**src/rtl/ser_tx4_if.sv**
```systemverilog
// Handshake and serial-line bundle for ser_tx4.
// The master side supplies words; the slave side (the transmitter) drives the line and status.
interface ser_tx4_if #(
   parameter int unsigned WIDTH = 4
);
   logic             en;
   logic             load;
   logic [WIDTH-1:0] d;
   logic             ready;
   logic             busy;
   logic             tx;
   logic             done;

   modport master (output en, load, d, input ready, busy, tx, done);
   modport slave  (input en, load, d, output ready, busy, tx, done);
endinterface

```
**src/rtl/ser_tx4.sv**
```systemverilog
// Parallel-in, serial-out transmitter: start bit (low), WIDTH data bits LSB-first, stop bit (high).
// All outputs are registered; en freezes every register except the single-cycle done pulse.
module ser_tx4 #(
   parameter int unsigned WIDTH        = 4,
   parameter int unsigned CLKS_PER_BIT = 4
) (
   input  logic        clk,
   input  logic        reset,
   ser_tx4_if.slave    bus
);
   localparam int unsigned BAUD_W = (CLKS_PER_BIT > 1) ? $clog2(CLKS_PER_BIT) : 1;
   localparam int unsigned BIT_W  = (WIDTH > 1) ? $clog2(WIDTH) : 1;

   localparam logic [1:0] S_IDLE  = 2'd0;
   localparam logic [1:0] S_START = 2'd1;
   localparam logic [1:0] S_DATA  = 2'd2;
   localparam logic [1:0] S_STOP  = 2'd3;

   logic [1:0]        state_q, state_d;
   logic [BAUD_W-1:0] baud_q, baud_d;
   logic [BIT_W-1:0]  bit_q, bit_d;
   logic [WIDTH-1:0]  shreg_q, shreg_d;
   logic [WIDTH-1:0]  shreg_shift;
   logic              tx_q, tx_d;
   logic              done_q, done_d;
   logic              ready_q, ready_d;
   logic              busy_q, busy_d;
   logic              bit_end;
   logic              last_bit;

   assign shreg_shift = shreg_q >> 1;
   assign bit_end     = (baud_q == BAUD_W'(CLKS_PER_BIT - 1));
   assign last_bit    = (bit_q == BIT_W'(WIDTH - 1));

   // Next-state and next-output logic
   always_comb begin
      state_d = state_q;
      baud_d  = baud_q;
      bit_d   = bit_q;
      shreg_d = shreg_q;
      tx_d    = tx_q;
      done_d  = 1'b0;

      if (bus.en) begin
         if (state_q != S_IDLE) begin
            baud_d = bit_end ? '0 : baud_q + BAUD_W'(1);
         end
         case (state_q)
            S_IDLE: begin
               tx_d = 1'b1;
               if (bus.load) begin
                  shreg_d = bus.d;
                  baud_d  = '0;
                  tx_d    = 1'b0;
                  state_d = S_START;
               end
            end
            S_START: begin
               if (bit_end) begin
                  tx_d    = shreg_q[0];
                  bit_d   = '0;
                  state_d = S_DATA;
               end
            end
            S_DATA: begin
               if (bit_end) begin
                  if (last_bit) begin
                     tx_d    = 1'b1;
                     state_d = S_STOP;
                  end else begin
                     shreg_d = shreg_shift;
                     tx_d    = shreg_shift[0];
                     bit_d   = bit_q + BIT_W'(1);
                  end
               end
            end
            S_STOP: begin
               if (bit_end) begin
                  state_d = S_IDLE;
                  done_d  = 1'b1;
               end
            end
            default: state_d = S_IDLE;
         endcase
      end

      ready_d = (state_d == S_IDLE);
      busy_d  = ~ready_d;
   end

   always_ff @(posedge clk or posedge reset) begin
      if (reset) begin
         state_q <= S_IDLE;
         baud_q  <= '0;
         bit_q   <= '0;
         shreg_q <= '0;
         tx_q    <= 1'b1;
         done_q  <= 1'b0;
         ready_q <= 1'b1;
         busy_q  <= 1'b0;
      end else begin
         state_q <= state_d;
         baud_q  <= baud_d;
         bit_q   <= bit_d;
         shreg_q <= shreg_d;
         tx_q    <= tx_d;
         done_q  <= done_d;
         ready_q <= ready_d;
         busy_q  <= busy_d;
      end
   end

   assign bus.tx    = tx_q;
   assign bus.done  = done_q;
   assign bus.ready = ready_q;
   assign bus.busy  = busy_q;
endmodule

```
**src/flat_wrapper.sv**
```systemverilog
// flat-port wrapper written by rule: the top's interface ports become plain ports
module ser_tx4_flat 
#(
   parameter int unsigned WIDTH        = 4,
   parameter int unsigned CLKS_PER_BIT = 4
)
  (clk, reset, bus_en, bus_load, bus_d, bus_ready, bus_busy, bus_tx, bus_done);
  ser_tx4_if #(.WIDTH(WIDTH)) bus_i ();
  input  logic clk;
  input  logic reset;
  input wire logic [$bits(bus_i.en)-1:0] bus_en;
  input wire logic [$bits(bus_i.load)-1:0] bus_load;
  input wire logic [$bits(bus_i.d)-1:0] bus_d;
  output wire logic [$bits(bus_i.ready)-1:0] bus_ready;
  output wire logic [$bits(bus_i.busy)-1:0] bus_busy;
  output wire logic [$bits(bus_i.tx)-1:0] bus_tx;
  output wire logic [$bits(bus_i.done)-1:0] bus_done;
  assign bus_i.en = bus_en;
  assign bus_i.load = bus_load;
  assign bus_i.d = bus_d;
  assign bus_ready = bus_i.ready;
  assign bus_busy = bus_i.busy;
  assign bus_tx = bus_i.tx;
  assign bus_done = bus_i.done;
  ser_tx4 #(.WIDTH(WIDTH), .CLKS_PER_BIT(CLKS_PER_BIT)) u_core (.clk(clk), .reset(reset), .bus(bus_i));
endmodule
```
**config.mk**
```make
export PLATFORM = sky130hd
export DESIGN_NAME = ser_tx4_flat
export DESIGN_NICKNAME = d
export VERILOG_FILES = /design/src/rtl/ser_tx4_if.sv /design/src/rtl/ser_tx4.sv /design/src/flat_wrapper.sv
export SDC_FILE = /design/constraint.sdc
export NUM_CORES = 1
export LEC_CHECK = 0
export BUFFER_PORTS_ARGS = -buffer_cell sky130_fd_sc_hd__buf_2
export CAP_MARGIN = 20
export CORE_MARGIN = 5
export CORE_UTILIZATION = 50
export CTS_CLUSTER_DIAMETER = 150
export CTS_CLUSTER_SIZE = 25
export DETAILED_ROUTE_END_ITERATION = 8
export HOLD_SLACK_MARGIN = 0.06
export PLACE_DENSITY = 0.76
export SLEW_MARGIN = 10
export SYNTH_ARGS = -nofsm -noshare
export SYNTH_HDL_FRONTEND = slang
export SYNTH_SLANG_ARGS = --single-unit
export TNS_END_PERCENT = 100
```
**constraint.sdc**
```tcl
create_clock -name clk -period 2.1 [get_ports clk]
set_input_delay 0.21 -clock clk [delete_from_list [all_inputs] [get_ports clk]]
set_output_delay 0.21 -clock clk [all_outputs]
set_load 0.02 [all_outputs]
```
## Yosys cells after proc, flatten, opt, wreduce, memory -nomap -nowiden

Cells that the tools add are included.

| cells by class | value |
|---|---|
| add/subtract/negate cells | 2 |
| equality and inequality tests | 9 |
| muxes and demuxes | 27 |
| bitwise operators | 1 |
| reductions and logical operators | 9 |

Operator list:

| cell | number |
|---|---|
| $mux 2 | 13 |
| $mux 4 | 3 |
| $reduce_and 5->1 | 2 |
| $eq 2x2->1 const B | 4 |
| $pmux 2 s4 | 1 |
| $pmux 4 s2 | 1 |
| $mux 1 | 7 |
| $reduce_bool 2->1 | 3 |
| $add 2x1->2 const B | 2 |
| $logic_not 2->1 | 2 |
| $ne 2x1->1 const B | 2 |
| $ne 2x2->1 const B | 2 |
| $pmux 2 s2 | 1 |
| $reduce_and 4->1 | 1 |
| $pmux 1 s3 | 1 |
| $reduce_bool 3->1 | 1 |
| $eq 2x1->1 const B | 1 |
| $not 1->1 | 1 |

| word-level totals | value |
|---|---|
| bits in registers | 14 |
| input port bits | 8 |
| output and inout bits | 4 |
| word-level logic and storage cells | 56 |

## Depth between registers and ports, before layout

Gate-level depths: netlist (run 1).

| logic depth | value |
|---|---|
| word-level depth | 7 |
| depth in mapped cells | 7 |
| mapped depth without buffers | 6 |

## Worst setup path after synthesis (run 1)

Ideal clock, no wire load.

| timing path | value |
|---|---|
| path type | register to register |
| start | reg u_core.state_q[1] |
| end | reg u_core.shreg_q[0] |
| setup time | 0.125 ns |
| arrival time | 1.487 ns |
| data required time | 1.975 ns |
| setup slack | 0.488 ns |
| cell stages (with the launch flop) | 7 |
| cells stage by stage | dfrtp_1 -> inv_1 -> ha_1 -> inv_1 -> o21ai_0 -> nand2b_1 -> mux2_2 |

| on the way | value |
|---|---|
| word-level cells in the longest chain between the ends | 3 |
| elaborated cells between the ends (all ways) | 8 |
| classes of those cells | 4 x eq/ne; 1 x mux; 3 x reduce/logical |

Ends and longest elaborated chain:

| item | RTL line | RTL |
|---|---|---|
| start, declared | ser_tx4.sv:19 | `logic [1:0] state_q, state_d;` |
| start signal, assigned | ser_tx4.sv:102 | `state_q <= state_d;` |
| $eq 2x2->1 / $logic_not 2->1 (equally long branches) | ser_tx4.sv:48 | `case (state_q)` |
| $ne 2x2->1 (no line) (tied with other cells) | - |  |
| $reduce_and 5->1 (no line) | - |  |
| end signal, assigned | ser_tx4.sv:105 | `shreg_q <= shreg_d;` |
| end, declared | ser_tx4.sv:22 | `logic [WIDTH-1:0] shreg_q, shreg_d;` |

Parallel ways exist; a longest one is shown, timed or not.
A chain may end at the register's enable or synchronous reset.

## Worst setup path in the final report (run 1)

Ends and elaborated chain as after synthesis.

==> results.json, run 1 <==
{
  "synth_edf_count": 0,
  "rows": 14,
  "final.setup.tns_ns": 0,
  "globalRouteOverflowTotal": 0,
  "rsz0062_at_grt": "no",
  "antennaDiodeCount": 0,
  "cp_slowest_cell": "dfrtp_1",
  "critPathArrivalTime_ns": 2.02,
  "ys_seq_elements": 14,
  "ios": 12,
  "clockBufferDepth": 2,
  "layout.nets": 106,
  "cts_root_buf": "clkbuf_4",
  "synthFlopType": "dfrtp_1",
  "dp_hpwl_um": 1070,
  "layout_common_cells": "dfrtp_1 (12), buf_2 (11), o21ai_0 (8)",
  "power_density_nw_per_um2": 1130,
  "required_ns": 2.26,
  "synth.top_cell.area_share_pct": 37.6,
  "critPathCaptureType": "register",
  "max_cap_violations": 0,
  "yosys.area.top_type": "dfrtp_1",
  "synth.distinct_cells": 30,
  "grtUsageTotal_pct": 13.4,
  "dr.pass1.iters": 4,
  "multi_input_area_um2": 400,
  "fmax_mhz": 539,
  "drive_gt1_share_pct": 28.1,
  "crit_buf_inv": 2,
  "clk_pin_slew_ns": 0.08,
  "routabilityCongestion": 0.756,
  "setup_viol": 0,
  "synthCells": 77,
  "peakVddDrop_mv": 0.649,
  "worst_slew_pin_slew_ns": 0.523,
  "critPathKind": "reg2reg",
  "postRouteWirelength_um": 1460,
  "power.leakage_nw": 0.413,
  "cp-start-kind": "register",
  "ant_nets": 0,
  "core_region_area_um2": 1510,
  "post-route-min-period_ns": 1.86,
  "max_slew_margin_pct": 65.1,
  "status": "finished, final reports clean",
  "crit_chain": "inv_1 -> ha_1 -> inv_1 -> o21ai_0 -> nand2b_1 -> mux2_2",
  "maxSlewViolCount": 0,
  "synth.area.top_cells": "dfrtp_1 (38%), ha_1 (11%), mux2_2 (9.9%)",
  "hold_viol": 0,
  "clk_latency_ns": 0.27,
  "cp_top_family": "flip-flops",
  "die_h_um": 50.0,
  "yosysSeqAreaShare_pct": 44.1,
  "die_w_um": 50.0,
  "area_growth_syn_to_layout_pct": 10.5,
  "drtIter0Drc": 20,
  "critPathMaxFanout": 4,
  "htreeDepth": 1,
  "cts_buffers": 3,
  "finClkSkew_ns": 0.00418,
  "fin_crit_sh_pct": 88.4,
  "grt_pass1_wl_um": 2640,
  "avgRoutedWirePerCell_um": 13.9,
  "ys_async_sr_fraction_pct": 100,
  "dieArea_um2": 2500,
  "total_power_mw": 1.00,
  "regArea_um2": 353,
  "drc": 0,
  "avgSynthCellArea_um2": 10.4,
  "final.fill_count": 129,
  "clock_sinks": 14,
  "antenna_found_initial": 0,
  "grt_pass1_vias": 607,
  "synth_nets": 92,
  "cp_common_cell": "inv_1",
  "vias": 583,
  "ys_warn_count": 0,
  "grt_max_degree": 15,
  "mostFrequentLayoutCell": "dfrtp_1",
  "cpPeakStageDelay_ns": 0.42,
  "start_util_pct": 53.1,
  "min_path_type": "in2reg",
  "port_buffers": 11,
  "via_per_inst": 5.55,
  "synth.cell_area_um2": 800,
  "cts_tree": "built"
}
[tightest hold or removal path, stage by stage]
cell	delay [ns]
buf_2	0.09
nand4_1	0.08
o2bb2ai_1	0.07
[logic make-up after synthesis]
| kind of cell | after synthesis | synth area share (%) |
|---|---|---|
| adders and majority gates | 7 | 11.0 |
| and+or+nand+nor | 20 | 13.0 |
| buffers and inverters | 9 | 5.79 |
| muxes | 7 | 9.86 |
| DFF | 14 | 44.1 |
| AOI/OAI and AO/OA | 20 | 16.3 |
[Yosys cell counts, types with 2 or more instances]
| cell | instances |
|---|---|
| nand2_1 | 5 |
| mux2_2 | 7 |
| a21oi_1 | 2 |
| inv_1 | 6 |
| o21ai_0 | 8 |
| dfstp_2 | 2 |
| nor2_1 | 5 |
| nand2b_1 | 3 |
| ha_1 | 7 |
| dfrtp_1 | 12 |
[sequential cells by signal (all words and copies together) (netlist names)]
| register | flops |
|---|---|
| u_core.bit_q | 2 |
| u_core.shreg_q | 4 |
| u_core.bus.tx | 1 |
| u_core.bus.busy | 1 |
| u_core.baud_q | 2 |
| u_core.bus.done | 1 |
| u_core.bus.ready | 1 |
| u_core.state_q | 2 |
[layer usage]
layer / share of wire, % / track usage (%) / vias to the layer above
li1: - / - / 296
met3: 4.6 / 1.81 / 2
met2: 47 / 20.7 / 14
met1: 47 / 18.5 / 271
met4: 0.96 / 5.24 / 0
met5: 0 / 0 / -
[cell type report]
type	count	share of cell area (%)
clock buffers	3	2.55
inverters	6	2.55
multi-input cells	54	45.3
flip-flops and latches	14	39.9
well taps	16	2.27
repair buffers	12	7.37
[path summary, 6_finish.rpt]
kind | from | to | slack (ns) | depth (start not counted)
worst max-delay path | u_core.state_q[1] | u_core.shreg_q[0] | 0.24 | 6
worst min-delay path | bus_d[3] | u_core.shreg_q[3] | 0.21 | 3
worst max register to register | u_core.state_q[1] | u_core.shreg_q[0] | 0.24 | 6
worst min register to register | u_core.shreg_q[3] | u_core.shreg_q[3] | 0.49 | 1
max in group asynchronous | reset | u_core.bus.ready | 1.23 | 3
min in group asynchronous | reset | u_core.shreg_q[1] | 0.50 | 3
[power breakdown]
group	internal [mW]	leakage, nW	switching [mW]	total (mW)
logic	0.188	0.226	0.229	0.416
registers	0.383	0.174	0.0550	0.437
clock network	0.0664	0.0138	0.0808	0.147
total	0.637	0.413	0.364	1.00
[what timing repair did]
action / CTS / global route
buffers inserted: 0 / 0
resized for setup: 0 / 0
endpoints found under the hold margin: 12 / 0
hold buffers: 1 / 0
[through the flow]
step | hold WS (ns) | std cells | setup slack [ns] | utilization [%] | area (um^2)
finish | 0.214 | 105 | 0.244 | 58.6 | 883
global route | 0.244 | 105 | 0.113 | 58.6 | 883
CTS | 0.216 | 105 | 0.251 | 58.6 | 883
detailed placement | 0.275 | 101 | 0.283 | 56.5 | 851
global placement | 0.273 | 101 | 0.306 | 56.5 | 851
floorplan | 0.0978 | 77 | 0.488 | - | 800
Power figures use the tool's default switching activity.
==> run 2, diff against run 1 <==
Settings changed: CORE_UTILIZATION 50 to 35, PLACE_DENSITY 0.76 to 0.58.
==> run 2 against run 1 <==
Compared with the run above:
- setup slack worse by 0.025 ns
- clock-buffer cell count increased by 1
- sequential power about the same
- routed wire length increased by 6.0%
- power rose by 4.7%
- final area rose by 3.3%
- highest routed layer unchanged
==> results.json, run 2 (synthesized netlist as in run 1, its figures left out) <==
{
  "ff2ff_setup_slack_ns": 0.22,
  "grt_busiest_layer": "met2",
  "stdcell_count": 118,
  "ant_nets": 0,
  "critPathCaptureType": "register",
  "post-route-min-period_ns": 1.88,
  "drtIter0Drc": 16,
  "cts_resized": 0,
  "fin_util_pct": 41.6,
  "drive_gt1_share_pct": 28.9,
  "die_w_um": 57.8,
  "largest_register": "u_core.shreg_q",
  "via_per_inst": 5.01,
  "grt_max_degree": 15,
  "hold_depth": 3,
  "reg2reg_from": "u_core.state_q[1]",
  "core_region_area_um2": 2190,
  "dr.pass1.iters": 4,
  "rows": 17,
  "htreeDepth": 1,
  "critPathMaxFanout": 4,
  "groute.layer.met1.usage_pct": 13.6,
  "min_to": "u_core.shreg_q[3]",
  "cp-start-kind": "register",
  "antenna_found_initial": 0,
  "antennaDiodeCount": 0,
  "clk_latency_ns": 0.29,
  "final.setup.tns_ns": 0,
  "power.leakage_nw": 0.421,
  "rr_endpoint": "u_core.shreg_q[0]",
  "grt_pass1_wl_um": 2790,
  "status": "finished, final reports clean",
  "ff2ff_path_depth": 6,
  "maxSlewViolCount": 0,
  "grtUsageMet3_pct": 4.01,
  "timing.hold.ws_ns": 0.198,
  "max_cap_violations": 0,
  "globalRouteOverflowTotal": 0,
  "cts_root_buf": "clkbuf_4",
  "dp_cells": 113,
  "critPathLaunch": "u_core.state_q[1]",
  "die_h_um": 57.8,
  "power_density_nw_per_um2": 1150,
  "post_cts_buffers": 0,
  "clk_pin_slew_ns": 0.09,
  "worst_slew_pin_slew_ns": 0.539,
  "largest_reg_flops": 4,
  "finClkSkew_ns": 0.00283,
  "postRouteWirelength_um": 1550,
  "routabilityCongestion": 0.710,
  "cts_tree": "built",
  "final.fill_count": 225,
  "met2_usage_pct": 16.1,
  "critPathKind": "reg2reg",
  "port_buffers": 11,
  "required_ns": 2.28,
  "ios": 12,
  "cts_buffers": 3,
  "setup_viol": 0,
  "vias": 591,
  "max_slew_margin_pct": 64.0,
  "clockBufferDepth": 2,
  "area_growth_syn_to_layout_pct": 14.1,
  "avgRoutedWirePerCell_um": 13.1,
  "peakVddDrop_mv": 0.463,
  "min_path_type": "in2reg",
  "hold_viol": 0,
  "critPathArrivalTime_ns": 2.06,
  "min_from": "bus_d[3]",
  "fmax_mhz": 532,
  "mostFrequentLayoutCell": "dfrtp_1",
  "clock_sinks": 14,
  "grtUsageTotal_pct": 10.7,
  "dieArea_um2": 3340,
  "dp_hpwl_um": 1140,
  "layout_common_cells": "dfrtp_1 (12), buf_2 (11), o21ai_0 (8)",
  "cts_hold_buf": 1,
  "grt_pass1_vias": 617,
  "start_util_pct": 36.5,
  "rsz0062_at_grt": "no",
  "fin_crit_sh_pct": 89.6,
  "drc": 0,
  "layout.nets": 106
}
-- run 2: cell count changes in the layout (fill, tap and decap cells not counted), sizes merged --
cell / change
clkbuf: +1
-- run 2: worst max path at each step --
stage / end / slack [ns] / depth (start not counted)
finish: u_core.shreg_q[0] / 0.22 / 6
global route: u_core.shreg_q[0] / 0.06 / 6
CTS: u_core.shreg_q[0] / 0.22 / 6
detailed placement: u_core.shreg_q[0] / 0.24 / 6
global placement: u_core.shreg_q[0] / 0.23 / 6
floorplan: u_core.shreg_q[0] / 0.49 / 6
-- run 2: final cells by class --
| cell class | count | area, um^2 | share of cell area, % |
|---|---|---|---|
| flip-flops and latches | 14 | 353 | 38.7 |
| repair buffers | 12 | 65.1 | 7.13 |
| well taps | 28 | 35.0 | 3.84 |
| inverters | 6 | 22.5 | 2.47 |
| clock buffers | 4 | 36.3 | 3.98 |
| multi-input cells | 54 | 400 | 43.9 |
-- run 2: metrics by stage --
| step | setup slack (ns) | area [um^2] | power (mW) |
|---|---|---|---|
| final | 0.219 | 912 | 1.05 |
| after global routing | 0.0614 | 912 | 1.13 |
| after CTS | 0.223 | 912 | 1.05 |
| after detailed placement | 0.244 | 866 | 0.852 |
| after global placement | 0.231 | 866 | 0.849 |
| after floorplan | 0.488 | 800 | 0.752 |
-- run 2: routing by layer --
metal,up-vias,share of wire [%]
li1,297,-
met1,280,48
met2,9,46
met3,5,4.1
met4,0,2.3
met5,-,0
-- run 2: critical path, stage by stage (launching register included) --
cell      delay, ns
dfrtp_1        0.44
inv_1          0.15
ha_1           0.20
inv_1          0.08
o21ai_0        0.30
nand2b_1       0.25
mux2_2         0.35
-- run 2: where the power goes --
| group | internal (mW) | switching [mW] | total, mW |
|---|---|---|---|
| combinational | 0.186 | 0.224 | 0.410 |
| clock | 0.106 | 0.0959 | 0.202 |
| sequential | 0.382 | 0.0543 | 0.436 |
==> run 3, diff against run 2 <==
Settings changed: CORE_UTILIZATION 35 to 40, PLACE_DENSITY 0.58 to 0.64.
==> run 3 against run 2 <==
Compared with the run above:
- maximum frequency grew 3.0%
- final area shrank 1.6%
- clock-buffer cell count shrank 1
- routed wire length shrank 2.6%
- first-iteration DRC count shrank 6.3%
- clock power shrank 26%
- sequential share of layout area grew 0.65 points
- combinational power grew 1%
- sequential power is essentially flat
- clock skew grew 0.0013 ns
- flip-flop and latch count is the same
- via count shrank 0.68%
- largest power group unchanged
==> results.json, run 3 (synthesized netlist as in run 1, its figures left out) <==
{
  "worst_slew_pin_slew_ns": 0.543,
  "antennaDiodeCount": 0,
  "max_cap_violations": 0,
  "avgRoutedWirePerCell_um": 13.0,
  "cts_tree": "built",
  "cts_buffers": 3,
  "hold_depth": 3,
  "die_h_um": 54.7,
  "switchingPower_uw": 365,
  "finClkSkew_ns": 0.00408,
  "final.fill_count": 193,
  "antenna_found_initial": 0,
  "largest_reg_flops": 4,
  "rsz0062_at_grt": "no",
  "via_per_inst": 5.06,
  "routabilityCongestion": 0.688,
  "required_ns": 2.26,
  "port_buffers": 11,
  "core_region_area_um2": 1940,
  "cp-start-kind": "register",
  "ff2ff_path_depth": 6,
  "mostFrequentLayoutCell": "dfrtp_1",
  "cp_slowest_cell": "dfrtp_1",
  "cp_num_cells": 6,
  "regArea_um2": 353,
  "post-route-min-period_ns": 1.83,
  "setup_viol": 0,
  "die_w_um": 54.7,
  "critPathMaxFanout": 4,
  "postRouteWirelength_um": 1510,
  "critPathArrivalTime_ns": 1.99,
  "post_cts_buffers": 0,
  "cts_resized": 0,
  "cpPeakStageDelay_ns": 0.42,
  "cp_common_cell": "inv_1",
  "power.leakage_nw": 0.413,
  "clock_sinks": 14,
  "fin_crit_sh_pct": 87.0,
  "power_density_nw_per_um2": 1120,
  "htreeDepth": 1,
  "p_sw_share_pct": 36.4,
  "start_util_pct": 41.2,
  "drtIter0Drc": 15,
  "dr.pass1.iters": 4,
  "drive_gt1_share_pct": 28.1,
  "largest_register": "u_core.shreg_q",
  "power_frac_seq_pct": 43.7,
  "vias": 587,
  "grt_pass1_vias": 568,
  "critPathKind": "reg2reg",
  "fin_util_pct": 46.2,
  "clk_latency_ns": 0.27,
  "layout.nets": 106,
  "crit_buf_inv": 2,
  "multi_input_area_um2": 400,
  "final.setup.tns_ns": 0,
  "crit_chain": "inv_1 -> ha_1 -> inv_1 -> o21ai_0 -> nand2b_1 -> mux2_2",
  "ios": 12,
  "cp_top_family": "flip-flops",
  "maxSlewViolCount": 0,
  "max_slew_margin_pct": 63.7,
  "min_path_type": "in2reg",
  "drc": 0,
  "fmax_mhz": 548,
  "globalRouteOverflowTotal": 0,
  "dp_hpwl_um": 1090,
  "grtUsageTotal_pct": 12.3,
  "clockBufferDepth": 2,
  "ant_nets": 0,
  "status": "finished, final reports clean",
  "grt_max_degree": 15,
  "combPwrFrac_pct": 41.4,
  "grt_pass1_wl_um": 2490,
  "intPower_uw": 636,
  "peakVddDrop_mv": 0.556,
  "rows": 16,
  "area_growth_syn_to_layout_pct": 12.2,
  "layout_common_cells": "dfrtp_1 (12), buf_2 (11), o21ai_0 (8)",
  "pwr-share-clk_pct": 14.9,
  "hold_viol": 0,
  "clk_pin_slew_ns": 0.08,
  "dieArea_um2": 2990,
  "cts_root_buf": "clkbuf_4",
  "critPathCaptureType": "register"
}
-- run 3: cell types whose count changed in the layout (fill, tap and decap cells not counted) --
cell,previous run,this run
clkbuf_8,1,0
-- run 3: worst paths after layout --
kind / start / to / slack [ns]
max: u_core.state_q[1] / u_core.shreg_q[0] / 0.27
min: bus_d[3] / u_core.shreg_q[3] / 0.21
max reg2reg: u_core.state_q[1] / u_core.shreg_q[0] / 0.27
min reg2reg: u_core.shreg_q[3] / u_core.shreg_q[3] / 0.49
max in group asynchronous: reset / u_core.bus.ready / 1.21
min in group asynchronous: reset / u_core.shreg_q[1] / 0.51
-- run 3: worst register-to-register path: stages, from the launching register on --
cell	delay, ns
dfrtp_1	0.42
inv_1	0.13
ha_1	0.20
inv_1	0.09
o21ai_0	0.28
nand2b_1	0.25
mux2_2	0.35
-- run 3: layout make-up --
cell class	instances	area share, %
Multi-Input combinational cell	54	44.6
Inverter	6	2.51
Tap cell	27	3.77
Sequential cell	14	39.3
Timing Repair Buffer	12	7.25
Clock buffer	3	2.51
-- run 3: timing repair --
item                                    in CTS  in global routing
hold buffers                                 1                  0
endpoints found under the hold margin       12                  0
endpoints found under the setup margin       0                  0
-- run 3: power by group through the flow --
stage	combinational (mW)	clock [mW]	sequential, mW
after floorplan	0.281	0	0.471
after global placement	0.405	0	0.439
after detailed placement	0.413	0	0.441
after CTS	0.419	0.156	0.438
after global routing	0.466	0.171	0.450
final	0.414	0.149	0.437
-- run 3: through the flow --
stage	area, um^2	instances	total power [mW]	hold WS (ns)	setup WS, ns
finish	897	116	1.00	0.210	0.274
global route	897	116	1.09	0.207	0.121
floorplan	800	77	0.752	0.0978	0.488
detailed placement	865	112	0.854	0.288	0.246
CTS	897	116	1.01	0.209	0.240
global placement	865	112	0.845	0.284	0.275
-- run 3: routing by layer --
metal  share of wire, %  wire, um  vias up  track usage, %
li1                   -         -      301               -
met1                 50       748      268            16.7
met2                 45       673       16            16.9
met3                5.1        77        2            3.81
met4               0.66        10        0            7.47
met5                  0         0        -               0
